<file path="config.mk">
export PLATFORM = sky130hd
export DESIGN_NAME = write_back_ctrl
export DESIGN_NICKNAME = d
export VERILOG_FILES = /design/src/rtl/wb_ctrl_pkg.sv /design/src/rtl/wb_diag_counter.sv /design/src/rtl/write_back_ctrl.sv
export SDC_FILE = /design/constraint.sdc
export NUM_CORES = 1
export LEC_CHECK = 0
export CAP_MARGIN = 15
export CORE_MARGIN = 1.5
export CORE_UTILIZATION = 40
export CTS_BUF_LIST = sky130_fd_sc_hd__clkbuf_2
export CTS_CLUSTER_DIAMETER = 150
export DETAILED_ROUTE_END_ITERATION = 6
export PLACE_DENSITY = 0.66
export SYNTH_ARGS = -nofsm -noshare
export SYNTH_HDL_FRONTEND = slang
export SYNTH_SLANG_ARGS = --single-unit
</file>
<file path="constraint.sdc">
create_clock -name clk -period 4.4 [get_ports clk]
set_clock_uncertainty 0.1 [all_clocks]
set_input_delay 0.44 -clock clk [delete_from_list [all_inputs] [get_ports clk]]
set_output_delay 0.44 -clock clk [all_outputs]
set_load 0.05 [all_outputs]
</file>
<file path="src/rtl/wb_ctrl_pkg.sv">
// Shared types and constants for the systolic-array write-back controller.
// Used by write_back_ctrl and wb_diag_counter.
package wb_ctrl_pkg;

  typedef enum logic [1:0] {
    ST_IDLE  = 2'd0,
    ST_FILL  = 2'd1,
    ST_DRAIN = 2'd2,
    ST_DONE  = 2'd3
  } wb_state_e;

  // Two result matrices are drained back to back.
  localparam int unsigned NUM_SETS = 2;

  // Fill counter must reach FILL_LATENCY, whose legal maximum is 255.
  localparam int unsigned FILL_CNT_W = 8;

  // An N x N array produces 2N-1 anti-diagonals, indexed 0..2N-2.
  function automatic int unsigned last_index(input int unsigned array_size);
    return (2 * array_size) - 2;
  endfunction

endpackage

</file>
<file path="src/rtl/wb_diag_counter.sv">
// Diagonal index / matrix-set counter for the write-back drain. Holds on
// stall, clears on request, and flags the final diagonal of the final set.
module wb_diag_counter
  import wb_ctrl_pkg::*;
#(
  parameter int unsigned ARRAY_SIZE = 32,
  parameter int unsigned IDX_WIDTH  = 6
) (
  input  logic                 clk,
  input  logic                 srstn,
  input  logic                 clr,
  input  logic                 step,
  input  logic                 hold,
  output logic [IDX_WIDTH-1:0] idx,
  output logic [1:0]           set_sel,
  output logic                 drain_wrap
);

  localparam logic [IDX_WIDTH-1:0] LAST_IDX = IDX_WIDTH'(last_index(ARRAY_SIZE));
  localparam logic [1:0]           LAST_SET = 2'(NUM_SETS - 1);

  logic [IDX_WIDTH-1:0] idx_q, idx_d;
  logic [1:0]           set_q, set_d;
  logic                 at_last_idx;
  logic                 advance;

  assign at_last_idx = (idx_q == LAST_IDX);
  assign advance     = step && !hold;

  // NOTE: every variable driven here gets a default first, so no path can
  // leave it unassigned and infer a latch.
  always_comb begin
    idx_d = idx_q;
    set_d = set_q;
    if (clr) begin
      idx_d = '0;
      set_d = '0;
    end else if (advance) begin
      if (at_last_idx) begin
        idx_d = '0;
        set_d = (set_q == LAST_SET) ? 2'd0 : set_q + 2'd1;
      end else begin
        idx_d = idx_q + IDX_WIDTH'(1);
      end
    end
  end

  // NOTE: state registers use non-blocking assignments so every flop samples
  // the pre-edge values regardless of block ordering.
  always_ff @(posedge clk or negedge srstn) begin
    if (!srstn) begin
      idx_q <= '0;
      set_q <= '0;
    end else begin
      idx_q <= idx_d;
      set_q <= set_d;
    end
  end

  assign idx        = idx_q;
  assign set_sel    = set_q;
  assign drain_wrap = at_last_idx && (set_q == LAST_SET);

endmodule

</file>
<file path="src/rtl/write_back_ctrl.sv">
// Write-back controller: waits out the array fill latency, then drains two
// result matrices diagonal by diagonal. Optional stall counter: WB_STALL_CNT_EN.
module write_back_ctrl
  import wb_ctrl_pkg::*;
#(
  parameter int unsigned ARRAY_SIZE   = 32,
  parameter int unsigned FILL_LATENCY = 32,
  parameter int unsigned IDX_WIDTH    = 6
) (
  input  logic                 clk,
  input  logic                 srstn,
  input  logic                 start,
  input  logic                 abort,
  input  logic                 stall,
  output logic                 sram_write_enable,
  output logic [1:0]           data_set,
  output logic [IDX_WIDTH-1:0] matrix_index,
  output logic                 busy,
`ifdef WB_STALL_CNT_EN
  output logic                 done,
  output logic [15:0]          stall_cycles
`else
  output logic                 done
`endif
);

  localparam logic [FILL_CNT_W-1:0] FILL_LAST = FILL_CNT_W'(FILL_LATENCY);

  wb_state_e             state_q, state_d;
  logic [FILL_CNT_W-1:0] fill_cnt_q, fill_cnt_d;
  logic                  wr_en_q, wr_en_d;
  logic                  busy_q, busy_d;
  logic                  done_q, done_d;
  logic                  run_q;
  logic                  start_ok;
  logic                  cnt_clr;
  logic                  cnt_step;
  logic                  drain_wrap;

  // NOTE: reset asserts asynchronously, but its release only reaches the FSM
  // through this flop, so start is first honoured on the second edge.
  always_ff @(posedge clk or negedge srstn) begin
    if (!srstn) begin
      run_q <= 1'b0;
    end else begin
      run_q <= 1'b1;
    end
  end

  assign start_ok = (state_q == ST_IDLE) && start && run_q;
  assign cnt_clr  = start_ok ||
                    (abort && ((state_q == ST_FILL) || (state_q == ST_DRAIN)));
  assign cnt_step = (state_q == ST_DRAIN) && !abort;

  wb_diag_counter #(
    .ARRAY_SIZE (ARRAY_SIZE),
    .IDX_WIDTH  (IDX_WIDTH)
  ) u_diag_counter (
    .clk        (clk),
    .srstn      (srstn),
    .clr        (cnt_clr),
    .step       (cnt_step),
    .hold       (stall),
    .idx        (matrix_index),
    .set_sel    (data_set),
    .drain_wrap (drain_wrap)
  );

  always_comb begin
    state_d    = state_q;
    fill_cnt_d = fill_cnt_q;
    busy_d     = busy_q;
    wr_en_d    = 1'b0;
    done_d     = 1'b0;
    case (state_q)
      ST_IDLE: begin
        if (start_ok) begin
          state_d    = ST_FILL;
          fill_cnt_d = '0;
          busy_d     = 1'b1;
        end
      end
      ST_FILL: begin
        if (abort) begin
          state_d    = ST_IDLE;
          fill_cnt_d = '0;
          busy_d     = 1'b0;
        end else if (fill_cnt_q == FILL_LAST) begin
          state_d = ST_DRAIN;
          wr_en_d = 1'b1;
        end else begin
          fill_cnt_d = fill_cnt_q + FILL_CNT_W'(1);
        end
      end
      ST_DRAIN: begin
        // Abort beats stall; a stalled cycle simply leaves the enable low.
        if (abort) begin
          state_d = ST_IDLE;
          busy_d  = 1'b0;
        end else if (!stall) begin
          if (drain_wrap) begin
            state_d = ST_DONE;
            done_d  = 1'b1;
          end else begin
            wr_en_d = 1'b1;
          end
        end
      end
      ST_DONE: begin
        state_d = ST_IDLE;
        busy_d  = 1'b0;
      end
      default: begin
        state_d = ST_IDLE;
        busy_d  = 1'b0;
      end
    endcase
  end

  always_ff @(posedge clk or negedge srstn) begin
    if (!srstn) begin
      state_q    <= ST_IDLE;
      fill_cnt_q <= '0;
      wr_en_q    <= 1'b0;
      busy_q     <= 1'b0;
      done_q     <= 1'b0;
    end else begin
      state_q    <= state_d;
      fill_cnt_q <= fill_cnt_d;
      wr_en_q    <= wr_en_d;
      busy_q     <= busy_d;
      done_q     <= done_d;
    end
  end

  assign sram_write_enable = wr_en_q;
  assign busy              = busy_q;
  assign done              = done_q;

`ifdef WB_STALL_CNT_EN
  logic [15:0] stall_cnt_q, stall_cnt_d;

  always_comb begin
    stall_cnt_d = stall_cnt_q;
    if (start_ok) begin
      stall_cnt_d = '0;
    end else if ((state_q == ST_DRAIN) && stall && (stall_cnt_q != 16'hFFFF)) begin
      stall_cnt_d = stall_cnt_q + 16'd1;
    end
  end

  always_ff @(posedge clk or negedge srstn) begin
    if (!srstn) begin
      stall_cnt_q <= '0;
    end else begin
      stall_cnt_q <= stall_cnt_d;
    end
  end

  assign stall_cycles = stall_cnt_q;
`endif

endmodule

</file>
; ---- Word level (Yosys, flattened, before mapping)
; Cells that the tools add are included.
[word_totals]
output_inout_bits = 11
in_bits = 5
word_cells = 73
ff_bits = 22
[op_classes]
eq_ne = 12
mux = 31
addsub = 3
n_reduce_logical = 19
[ops]
columns = cell, count
row1 = two-way mux 8 bit, 3
row2 = two-way mux 2 bit, 10
row3 = two-way mux 6 bit, 3
row4 = one-hot mux 8 bit (2 select lines), 1
row5 = two-way mux 1 bit, 11
row6 = != test 3 bit (second input constant), 3
row7 = adder 8 x 1 -> 8 bit (second input constant), 1
row8 = == test 8 x 6 -> 1 bit (second input constant), 1
row9 = one-hot mux 2 bit (4 select lines), 1
row10 = adder 6 x 1 -> 6 bit (second input constant), 1
row11 = == test 6 bit (second input constant), 1
row12 = logical AND 1 bit, 6
row13 = nonzero test 2 bit, 3
row14 = == test 2 x 1 -> 1 bit (second input constant), 2
row15 = == test 2 bit (second input constant), 2
row16 = AND reduction 2 bit, 2
row17 = AND reduction 4 bit, 1
row18 = != test 3 x 2 -> 1 bit (second input constant), 1
row19 = one-hot mux 1 bit (3 select lines), 1
row20 = AND reduction 3 bit, 1
row21 = adder 2 x 1 -> 2 bit (second input constant), 1
row22 = zero test 1 bit, 2
row23 = zero test 2 bit, 1
row24 = logical OR 1 bit, 2
row25 = 4 further kinds, 4

; ---- Longest topological paths before layout
[logic_depth]
depth_word = 6
ltp_mapped = 7
ltp_nobuf = 6

; ---- Cells and area by module
; A second synthesis with hierarchy kept.
[unflattened]
cells_unflattened = 134
area_unflattened_um2 = 1295.0
[by_module_without_submodules]
columns = mod, seq_area_each_um2, instances, cells_each, area_each_um2
row1 = write_back_ctrl, 350.3, 1, 84, 823.3
row2 = wb_diag_counter, 200.2, 1, 50, 471.7

; ---- Worst setup path before layout
; OpenSTA, ideal clock, no wires.
[synth_path]
kind = register -> register
startpoint = register u_diag_counter.idx_q[1] (netlist: u_diag_counter.idx[1])
endpoint = register u_diag_counter.set_q[1] (netlist: u_diag_counter.set_sel[1])
slack_ns = 2.448
stages_incl_launch_ff = 5
path_buffers = 0
period_less_slack_ns = 1.952
t_arrival_ns = 1.731
setup_ns = 0.120
cell_sequence = dfrtp_1 ha_1 nand2_1 or4_4 o211a_1
[synth_between]
elab_chain_len = 3
[synth_rtl]
columns = element, line_no
row1 = from (decl), wb_diag_counter.sv:22  ; logic [IDX_WIDTH-1:0] idx_q, idx_d;
row2 = from (signal assigned), wb_diag_counter.sv:55  ; idx_q <= idx_d;
row3 = == test 6 bit, wb_diag_counter.sv:27  ; assign at_last_idx = (idx_q == LAST_IDX);
row4 = nonzero test 2 bit (no source line), n/a
row5 = AND reduction 2 bit (no source line), n/a
row6 = to (signal assigned), wb_diag_counter.sv:56  ; set_q <= set_d;
row7 = to (decl), wb_diag_counter.sv:23  ; logic [1:0] set_q, set_d;
; Every way passes these cells.
; A chain may end at the register's enable or synchronous reset.

; ---- Final worst setup path
[layout_path]
startpoint = register u_diag_counter.idx_q[2] (netlist: u_diag_counter.idx[2])
endpoint = output matrix_index[2]
[layout_rtl]
columns = element, line_no
row1 = to (decl), write_back_ctrl.sv:17  ; output logic [IDX_WIDTH-1:0] matrix_index,
; No word-level cell between the ends.

==> impl_metrics.env <==
export IMPL_status="completed"
export IMPL_syn_inst=133
export IMPL_cts_tree="built"
export IMPL_overflow=0
export IMPL_stdcell_count=194
export IMPL_rsz0062_at_grt="false"
export IMPL_r2r_end="u_diag_counter.idx[5]$_DFFE_PN0P_"
export IMPL_drive_gt1_frac=0.06000
export IMPL_drtAntennaViolNets=0
export IMPL_seq_area_um2=550.5
export IMPL_gp_congestion=0.8645
export IMPL_cts_setup_buffers=0
export IMPL_die_area_mm2=0.003604
export IMPL_die_h_um=60.04
export IMPL_max_freq_mhz=443.7
export IMPL_r2r_worst_path_cells=6
export IMPL_critPathLaunchType="flop"
export IMPL_clk_pin_slew_ns=0.23
export IMPL_yosys_area_top_type="dfrtp_1"
export IMPL_avgSynthCellArea_um2=9.784
export IMPL_hold_viol=0
export IMPL_vias_per_cell=5.582
export IMPL_fillers=308
export IMPL_tightestPinTransition_ns=0.5144
export IMPL_placementRows=20
export IMPL_cts_hold_buf=0
export IMPL_synth_most_common_cell="dfrtp_1"
export IMPL_hold_class="primary input to async pin"
export IMPL_crit_buf_inv=1
export IMPL_post_route_util=0.5028
export IMPL_yosysSeqAreaShare=0.4231
export IMPL_cts_buffers=3
export IMPL_maxCapViolations=0
export IMPL_dp_hpwl_mm=2.038
export IMPL_critical_path_max_stage_delay_ns=0.85
export IMPL_timing_hold_ws_ns=0.2641
export IMPL_fin_crit_sh=0.5122
export IMPL_comb_power_share=0.432
export IMPL_crit_fanout=7
export IMPL_synth_async_reset_ratio=1.000
export IMPL_endpoint_kind="output port"
export IMPL_crit_chain="clkdlybuf4s50_1"
export IMPL_post_cts_resize_count=0
export IMPL_p_sw_frac=0.4056
export IMPL_num_nets_final=164
export IMPL_drc=0
export IMPL_total_power_uw=704.3
export IMPL_vias=1083
export IMPL_critPathArrivalTime_ns=1.71
export IMPL_routed_wirelength_mm=2.744
export IMPL_cts_htree_levels=1
export IMPL_synth_area_leaders="dfrtp_1 42%, ha_1 7.7%, o31ai_1 3.5%"
export IMPL_drt_iter0_drc=84
export IMPL_synth_cell_types=45
export IMPL_antenna_cells=0
export IMPL_core_mm2=0.003078
export IMPL_critPathRequiredTime_ns=3.86
export IMPL_finalSetupViolCount=0
export IMPL_grt_pass1_vias=1137
export IMPL_timing_slew_headroom=0.6571
export IMPL_firstDrtPassIters=4
export IMPL_portBuffers=15
export IMPL_die_w_um=60.04
export IMPL_critical_path_top_delay_family="buffers and inverters"
export IMPL_finalSetupTns_ns=0
export IMPL_power_density_mw_per_mm2=455.0
export IMPL_antenna_found_initial=0
export IMPL_yosysWarnings=0
export IMPL_clkPwrFrac=0.207
export IMPL_synth_top_area_frac=0.4231
export IMPL_clk_path_buf_depth=2
export IMPL_area_delta_synth_final_pct=18.94
export IMPL_synthesis_area_mm2=0.001301
export IMPL_ir_drop_mv=0.1894
export IMPL_clock_latency_ns=0.34
export IMPL_start_util=0.4228
export IMPL_p_leak_uw=0.0006563
export IMPL_clockRootBuffer="clkbuf_2"
export IMPL_power_frac_seq=0.361
export IMPL_critPathKind="flop to output port"
export IMPL_multiInputGateArea_um2=690.7
export IMPL_synth_seq_cells=22
export IMPL_min_period_ns=2.254
export IMPL_io_pins=16
export IMPL_placed_cells=189
export IMPL_synth_nets=146
export IMPL_crit_path_top_delay_cell="clkdlybuf4s50_1"
export IMPL_yosys_top_cells_count="22 x dfrtp_1, 10 x inv_1, 8 x ha_1, 8 x o21ai_1"
export IMPL_reg2reg_setup_slack_ns=2.43
export IMPL_grt_max_degree=23
export IMPL_p_switching_uw=285.7
export IMPL_maxSlewViolCount=0
export IMPL_clock_sinks=22
export IMPL_synthFlopType="dfrtp_1"
export IMPL_synth_edf_count=0
export IMPL_groute_usage_overall=0.1793
export IMPL_post_drt_wl_per_cell_um=14.14
export IMPL_grt_pass1_wl_mm=4.905
export IMPL_cell_internal_pwr_uw=418.6
export IMPL_reg2reg_from="state_q[0]$_DFFE_PN0P_"
[cell families (layout without fill, tap and decap cells)]
kind of cell | Yosys count | in the layout | synth area share
adders and majority gates | 8 | 8 | 0.07693
and+or+nand+nor | 41 | 41 | 0.1789
DFF | 22 | 22 | 0.4231
other | 1 | 1 | 0.002882
xor gates and xnor gates | 4 | 4 | 0.02693
buffers and inverters | 14 | 31 | 0.04616
muxes | 2 | 2 | 0.01635
AOI/OAI and AO/OA | 41 | 41 | 0.2289
[state kept, by name, indices dropped and copies added (netlist names)]
name                    count
fill_cnt_q                  8
u_diag_counter.idx          6
state_q                     2
u_diag_counter.set_sel      2
busy                        1
done                        1
run_q                       1
sram_write_enable           1
[cell usage in the layout, fill, tap and decap left out, drive strengths merged, types with 2 or more instances in the layout]
master and n:
o21a 2, a41oi 2, o21ai 11, nand2 7, xor2 3, a31oi 3
clkbuf 3, dfrtp 22, clkdlybuf4s50 15, ha 8, nand3 5, inv 11
a32o 2, o31ai 6, o2111ai 2, nor2 7, nand4 3, a21oi 5
nand2b 5, and3 3
[worst max path at each step]
stage / start / end / depth (start not counted)
after global placement: abort / u_diag_counter.set_sel[1]$_DFFE_PN0P_ / 4
final: u_diag_counter.idx[2]$_DFFE_PN0P_ / matrix_index[2] / 1
after floorplan: u_diag_counter.idx[1]$_DFFE_PN0P_ / u_diag_counter.set_sel[1]$_DFFE_PN0P_ / 4
after global routing: u_diag_counter.idx[2]$_DFFE_PN0P_ / matrix_index[2] / 1
after detailed placement: abort / u_diag_counter.idx[5]$_DFFE_PN0P_ / 5
after CTS: u_diag_counter.idx[2]$_DFFE_PN0P_ / matrix_index[2] / 1
[routing by layer]
layer / GRT usage / vias to the layer above / part of all wire
li1: - / 525 / -
met1: 0.2296 / 524 / 0.47
met2: 0.3028 / 27 / 0.49
met3: 0.02814 / 7 / 0.031
met4: 0.06667 / 0 / 0.016
met5: 0 / - / 0
[power by group through the flow]
stage          clock [uW]  combinational (uW)  sequential (uW)
2_1_floorplan           0                 213              272
3_3_place_gp            0                 300              256
3_5_place_dp            0                 304              257
4_1_cts               150                 305              254
5_1_grt               159                 347              259
6_report              146                 304              254
[metrics by stage]
step / cell area, um^2 / worst slack [ns]
after floorplan: 1301 / 2.448
after global placement: 1488 / 2.244
after detailed placement: 1488 / 2.145
after CTS: 1533 / 2.128
after global routing: 1548 / 2.041
final: 1548 / 2.146
[layout make-up]
type	count	area share
Inverter	11	0.02668
Timing Repair Buffer	16	0.1067
Multi-Input combinational cell	97	0.4462
Clock inverter	1	0.01940
Clock buffer	3	0.009701
Sequential cell	22	0.3557
Tap cell	44	0.03557
Power figures use the tool's default switching activity.
